### src/rtl/mem_model_pkg.sv
// -----------------------------------------------------------------------------
// mem_model_pkg
// Shared definitions for the off-chip memory model and the cache controller
// that talks to it:
//   - state_e     : request/response state machine encoding (IDLE/WAIT/RESP)
//   - MEM_*       : default address/data width, depth and latency
//   - ctr_width() : width of a counter that must hold the value LATENCY
// -----------------------------------------------------------------------------
package mem_model_pkg;

   typedef enum logic [1:0] {
      IDLE = 2'd0,
      WAIT = 2'd1,
      RESP = 2'd2
   } state_e;

   localparam int MEM_ADDR_W  = 6;
   localparam int MEM_DATA_W  = 64;
   localparam int MEM_DEPTH   = 64;
   localparam int MEM_LATENCY = 5;

   // The latency counter counts up to LATENCY, so it needs clog2(LATENCY+1)
   // bits. A nonsensical latency still yields a legal 1-bit width so the
   // parameter check in the top module is what reports the problem.
   function automatic int ctr_width(input int latency);
      return (latency < 1) ? 1 : $clog2(latency + 1);
   endfunction

endpackage

### src/rtl/mem_latency_ctr.sv
// -----------------------------------------------------------------------------
// mem_latency_ctr
// Request/response sequencing for the off-chip memory model. Accepts one
// request at a time, counts LATENCY cycles and fires a one-cycle response
// strobe. A new request may be accepted in the response cycle itself.
//
// Ports:
//   clk          in   clock, rising edge
//   rst          in   asynchronous active-high reset
//   req_valid_i  in   request present
//   req_ready_o  out  a request can be accepted this cycle (0 while in reset)
//   accept_o     out  request handshake completes at the next rising edge
//   rsp_fire_o   out  response cycle (high for exactly one cycle)
//   busy_o       out  waiting out the latency; no request can be accepted
// -----------------------------------------------------------------------------
module mem_latency_ctr
   import mem_model_pkg::*;
#(
   parameter int LATENCY = MEM_LATENCY
) (
   input  logic clk,
   input  logic rst,
   input  logic req_valid_i,
   output logic req_ready_o,
   output logic accept_o,
   output logic rsp_fire_o,
   output logic busy_o
);

   localparam int               CNT_W    = ctr_width(LATENCY);
   localparam logic [CNT_W-1:0] CNT_ONE  = CNT_W'(1);
   localparam logic [CNT_W-1:0] CNT_LAST = CNT_W'(LATENCY - 1);
   // With a single-cycle latency the response follows the accept directly.
   localparam state_e           ACC_NEXT = (LATENCY == 1) ? RESP : WAIT;

   state_e           state_q, state_d;
   logic [CNT_W-1:0] cnt_q, cnt_d;
   logic             ready;
   logic             accept;

   // Ready is forced low while reset is asserted so nothing is handed over
   // to a model that is about to drop it.
   assign ready  = (state_q != WAIT) && !rst;
   assign accept = req_valid_i && ready;

   // NOTE: every variable assigned in always_comb gets a default first;
   // a path that leaves one unassigned would infer a latch.
   always_comb begin
      state_d = state_q;
      cnt_d   = cnt_q;
      case (state_q)
         IDLE: begin
            if (accept) begin
               state_d = ACC_NEXT;
               cnt_d   = CNT_ONE;
            end
         end
         WAIT: begin
            cnt_d = cnt_q + CNT_ONE;
            if (cnt_q == CNT_LAST) begin
               state_d = RESP;
            end
         end
         RESP: begin
            if (accept) begin
               state_d = ACC_NEXT;
               cnt_d   = CNT_ONE;
            end else begin
               state_d = IDLE;
               cnt_d   = '0;
            end
         end
         default: begin
            state_d = IDLE;
            cnt_d   = '0;
         end
      endcase
   end

   // NOTE: sequential state uses non-blocking assignments so every register
   // samples the pre-edge values regardless of process evaluation order.
   always_ff @(posedge clk or posedge rst) begin
      if (rst) begin
         state_q <= IDLE;
         cnt_q   <= '0;
      end else begin
         state_q <= state_d;
         cnt_q   <= cnt_d;
      end
   end

   assign req_ready_o = ready;
   assign accept_o    = accept;
   assign rsp_fire_o  = (state_q == RESP);
   assign busy_o      = (state_q == WAIT);

endmodule

### config.mk
export PLATFORM = sky130hd
export DESIGN_NAME = mem_latency_ctr
export DESIGN_NICKNAME = d
export VERILOG_FILES = /design/src/rtl/mem_model_pkg.sv /design/src/rtl/mem_latency_ctr.sv
export SDC_FILE = /design/constraint.sdc
export NUM_CORES = 1
export LEC_CHECK = 0
export CAP_MARGIN = 20
export CORE_AREA = 2 2 39 41
export DETAILED_ROUTE_END_ITERATION = 6
export DIE_AREA = 0 0 41 43
export GPL_TIMING_DRIVEN = 1
export PLACE_DENSITY_LB_ADDON = 0.1
export SLEW_MARGIN = 20
export SYNTH_ARGS = -nofsm -noshare
export SYNTH_HDL_FRONTEND = slang
export SYNTH_SLANG_ARGS = --single-unit
### constraint.sdc
create_clock -name clk -period 1 [get_ports clk]
set_input_delay 0.2 -clock clk [delete_from_list [all_inputs] [get_ports clk]]
set_output_delay 0.2 -clock clk [all_outputs]
set_load 0.005 [all_outputs]
# Word level (Yosys, flattened, before mapping)
# Cells that the tools add are included.
[op_classes] n_reduce_logical=5 n_eq_ne=6 n_bitwise=0 add_sub_neg=1 mul=0 div=0 mux=7 shifts=0 n_lt_le_gt_ge=0
[ops] op="$pmux W3 S3" n=1
[ops] op="$pmux W2 S3" n=1
[ops] op="$mux W2" n=2
[ops] op="$ne A2 B1 Y1 const B" n=2
[ops] op="$add A3 B1 Y3 const B" n=1
[ops] op="$eq A3 B3 Y1 const B" n=1
[ops] op="$mux W3" n=1
[ops] op="$eq A2 B1 Y1 const B" n=1
[ops] op="$eq A2 B2 Y1 const B" n=1
[ops] op="$logic_and A1 B1 Y1" n=2
[ops] op="$logic_not A2 Y1" n=1
[ops] op="$mux W1" n=2
[ops] op="$ne A2 B2 Y1 const B" n=1
[ops] op="$reduce_and A2 Y1" n=1
[ops] op="$logic_not A1 Y1" n=1
[totals] latch_bits=0 memories=0 elab_cells=21 ramBits=0 inputBits=3 mem_bits_ro=0 reg_bits=5

# Logic depth before layout (Yosys ltp)
[depth] ltp_word=5 ltp_mapped=5

# Worst setup path after synthesis
# OpenSTA, ideal clock, no wires.
[synth_path] path_kind="register -> register" from="register state_q[0]" to="register cnt_q[2]" path_slack_ps=-69 stages_incl_launch_ff=4 path_buffers=0 arrival_time_ps=944 required_ps=875 setup_time_ps=125 cell_sequence="dfrtp_1 -> or3b_4 -> nand3_2 -> a21oi_2"
[synth_between] elab_chain_cells=4
[synth_lines] item="start, declared" line="mem_latency_ctr.sv:36" source="state_e state_q, state_d;"
[synth_lines] item="start signal, assigned" line="mem_latency_ctr.sv:87" source="state_q <= state_d;"
[synth_lines] item="$ne A2 B1 Y1" line="mem_latency_ctr.sv:43" source="assign ready = (state_q != WAIT) && !rst;"
[synth_lines] item="$logic_and A1 B1 Y1" line="mem_latency_ctr.sv:43"
[synth_lines] item="$logic_and A1 B1 Y1" line="mem_latency_ctr.sv:44" source="assign accept = req_valid_i && ready;"
[synth_lines] item="$ne A2 B2 Y1 (no source line)"
[synth_lines] item="end signal, assigned" line="mem_latency_ctr.sv:88" source="cnt_q <= cnt_d;"
[synth_lines] item="end, declared" line="mem_latency_ctr.sv:37" source="logic [CNT_W-1:0] cnt_q, cnt_d;"
# Several ways; a longest one is shown, not always the timed one.
# A chain may end at the register's enable or synchronous reset.

# Final worst setup path
[layout_path] from="register state_q[1]" to="output rsp_fire_o"
[layout_between] elab_chain_cells=1
[layout_lines] item="$eq A2 B2 Y1" line="mem_latency_ctr.sv:94" source="assign rsp_fire_o = (state_q == RESP);"
[layout_lines] item="end, declared" line="mem_latency_ctr.sv:26" source="output logic rsp_fire_o,"
# Every way passes these cells.

==> summary.md <==
| Metric | Value |
|---|---|
| Status | finished, violations left |
| Failing checks | negative setup slack |
| TritonCTS clock tree | built |
| Final core occ | 34.27% |
| CP Data Arrival Time | 1090 ps |
| Setup tns final | -1244 ps |
| Post-synth top area share | 43.86% |
| VDD IR max | 0.001164 V |
| Reg power frac | 27.4% |
| Clock transition at path regs | 40 ps |
| Footprint of the multi-input gates | 165.2 um^2 |
| All-Layer GR Usage | 10.79% |
| DP Area | 410.4 um^2 |
| Hold Vio Cnt, Final | 0 |
| FILL cells | 147 |
| Fmax | 774.9 MHz |
| Worst slew pin tran | 202.1 ps |
| Sequential cell area | 125.1 um^2 |
| Mapped cell area | 285.3 um^2 |
| NetSw | 458.2 uW |
| Register-to-Register Path Depth | 4 |
| Worst R2R Start | state_q[0] |
| Final cycle utilization of the critical path | 129.1% |
| WHS | 316.2 ps |
| WL final | 652 um |
| DP Worst Slack | -578.6 ps |
| Die footprint | 1763 um^2 |
| Final min period | 1291 ps |
| Global-route wire length before repair | 1.228 mm |
| Core ar. | 1384 um^2 |
| Total global routing overflow | 0 |
| Root buffer cell | clkbuf_4 |
| CP Max Fanout | 2 |
| Crit start category | flop |
| Clock Sinks | 5 |
| Final antenna-violating net count | 0 |
| Worst hold path class | input port to asynchronous set/reset pin |
| Pint | 912.5 uW |
| Setup Skew | 5.550 ps |
| Leakage power figure | 0.2392 nW |
| DP Cell Count | 57 |
| Power Total | 1.371 mW |
| Pins over their slew limit | 0 |
| Drt drc | 0 |
| Vias per cell | 4.094 |
| Chip width | 41 um |
| CTS H-tree lvls | 1 |
| DRT iter0 DRCs | 2 |
| Clock share of power | 16.5% |
| Cells after Synth | 29 |
| Register area share after synthesis | 43.86% |
| Initial core utilization | 20.61% |
| Logic gate share of total power | 56.1% |
| Antenna violations before repair | 0 |
| Synth top area cells | dfrtp_1 44%, ha_1 8.8%, nand2_1 6.6%, nor2b_4 4.8%, inv_1 3.9% |
| Largest net degree at the start of global routing | 6 |
| Row count | 14 |
| P per Cell Area | 2891 nW/um^2 |
| Max-slew headroom | 86.51% |
| # diodes | 0 |
| Fraction of layout cells with a size suffix above 1 | 54.17% |
| Setup violations, final | 8 |
| Vias in the first global route | 292 |
| Pre-antenna DRT Iters | 2 |
| Ports | 7 |
| Syn avg cell area | 9.837 um^2 |
| Routability cong. | 0.6360 |
| Post-route cell area | 474.2 um^2 |
| WS Path Type | flop to primary output |
| Layout Nets | 54 |
| Die Y-Extent | 43 um |
| FF+latch count, synth | 5 |
| R2R Path End | cnt_q[2] |
| Port bufs | 6 |
| Req. time, crit path | 800 ps |
| Vias | 262 |
| RSZ-0062 raised after global routing | true |
| Post-Layout Cell Count | 64 |
| Setup WS post-layout | -290.5 ps |
| Synth warn | 0 |
| Dpl hpwl | 520.9 um |
| Biggest area consumer among synthesized cells | dfrtp_1 |
| Synth Net Count | 34 |
| R2R Setup Slk | -150 ps |
| Sw Ratio | 33.43% |
| Clock Latency Late Sink | 240 ps |
| Netlist cell types | 17 |
| CTS buffer count | 3 |
| CP endpoint kind | primary output |
| Most frequent cells in the layout | 5 x dfrtp_1, 5 x buf_6, 4 x buf_2, 4 x buf_4 |
| Max-Cap Viols | 0 |
| Max Buffers Root-to-Sink | 2 |
| Drt wl/cell | 10.19 um |
| Area grow syn2layout | 66.23% |
[state kept, by name (all words and copies together), names as in the netlist]
signal   count
state_q      2
cnt_q        3
[power groups by stage]
| stage | combinational [mW] | clock, mW | sequential [mW] |
|---|---|---|---|
| floorplan | 0.315 | 0 | 0.376 |
| global placement | 0.601 | 0 | 0.371 |
| detailed placement | 0.609 | 0 | 0.375 |
| CTS | 0.741 | 0.243 | 0.375 |
| global route | 0.865 | 0.265 | 0.394 |
| finish | 0.769 | 0.227 | 0.375 |
[worst max-delay path, stage by stage, from the launching register on]
cell     delay [ps]
dfrtp_1         410
buf_6           130
and2b_2         180
buf_2           120
[cells in the mapped netlist (all sizes together)]
library cell  number
or2                1
nor2b              1
nand2              5
xnor2              1
and3               1
nor2               2
nand3b             1
nand2b             1
and2b              1
o21ai              1
or3b               1
nand3              1
inv                3
dfrtp              5
ha                 2
a21oi              2
[metal layers]
layer / routed length [um] / vias up / global-route usage, % / share of wire, %
met5: 0 / - / 0 / 0
met4: 0 / 0 / 6.000 / 0
met3: 26 / 0 / 4.712 / 4.0
met2: 360 / 4 / 15.31 / 55
met1: 265 / 126 / 13.03 / 41
li1: - / 132 / - / -
[cell type report]
| class | instances | area share, % |
|---|---|---|
| multi-input cells | 21 | 34.83 |
| clock buffers | 4 | 5.541 |
| inverters | 3 | 2.375 |
| flip-flops and latches | 5 | 26.39 |
| well taps | 16 | 4.222 |
| repair buffers | 15 | 26.65 |
[worst max-delay path by stage]
stage          startpoint          to  slack [ps]  depth (start not counted)
2_1_floorplan  state_q[0]    cnt_q[2]         -30                          3
3_3_place_gp          rst    accept_o        -570                          4
3_5_place_dp          rst    accept_o        -580                          4
4_1_cts        state_q[1]  rsp_fire_o        -310                          3
5_1_grt        state_q[1]  rsp_fire_o        -340                          3
6_report       state_q[1]  rsp_fire_o        -290                          3
[logic make-up after synthesis]
kind of cell	after synthesis	synth area share (%)
AND/OR/NAND/NOR	15	33.78
flip-flops	5	43.86
AO/OA/AOI/OAI	3	6.576
buffers and inverters	3	3.947
adder cells (fa/ha/maj)	2	8.771
XOR/XNOR	1	3.071
[timing repair]
item                       CTS  global route
setup endpoints to repair    7             9
gates resized for setup     24             5
hold buffers                 0             0
pin swaps                    4             3
setup buffers                5             2
Power figures use the tool's default switching activity.
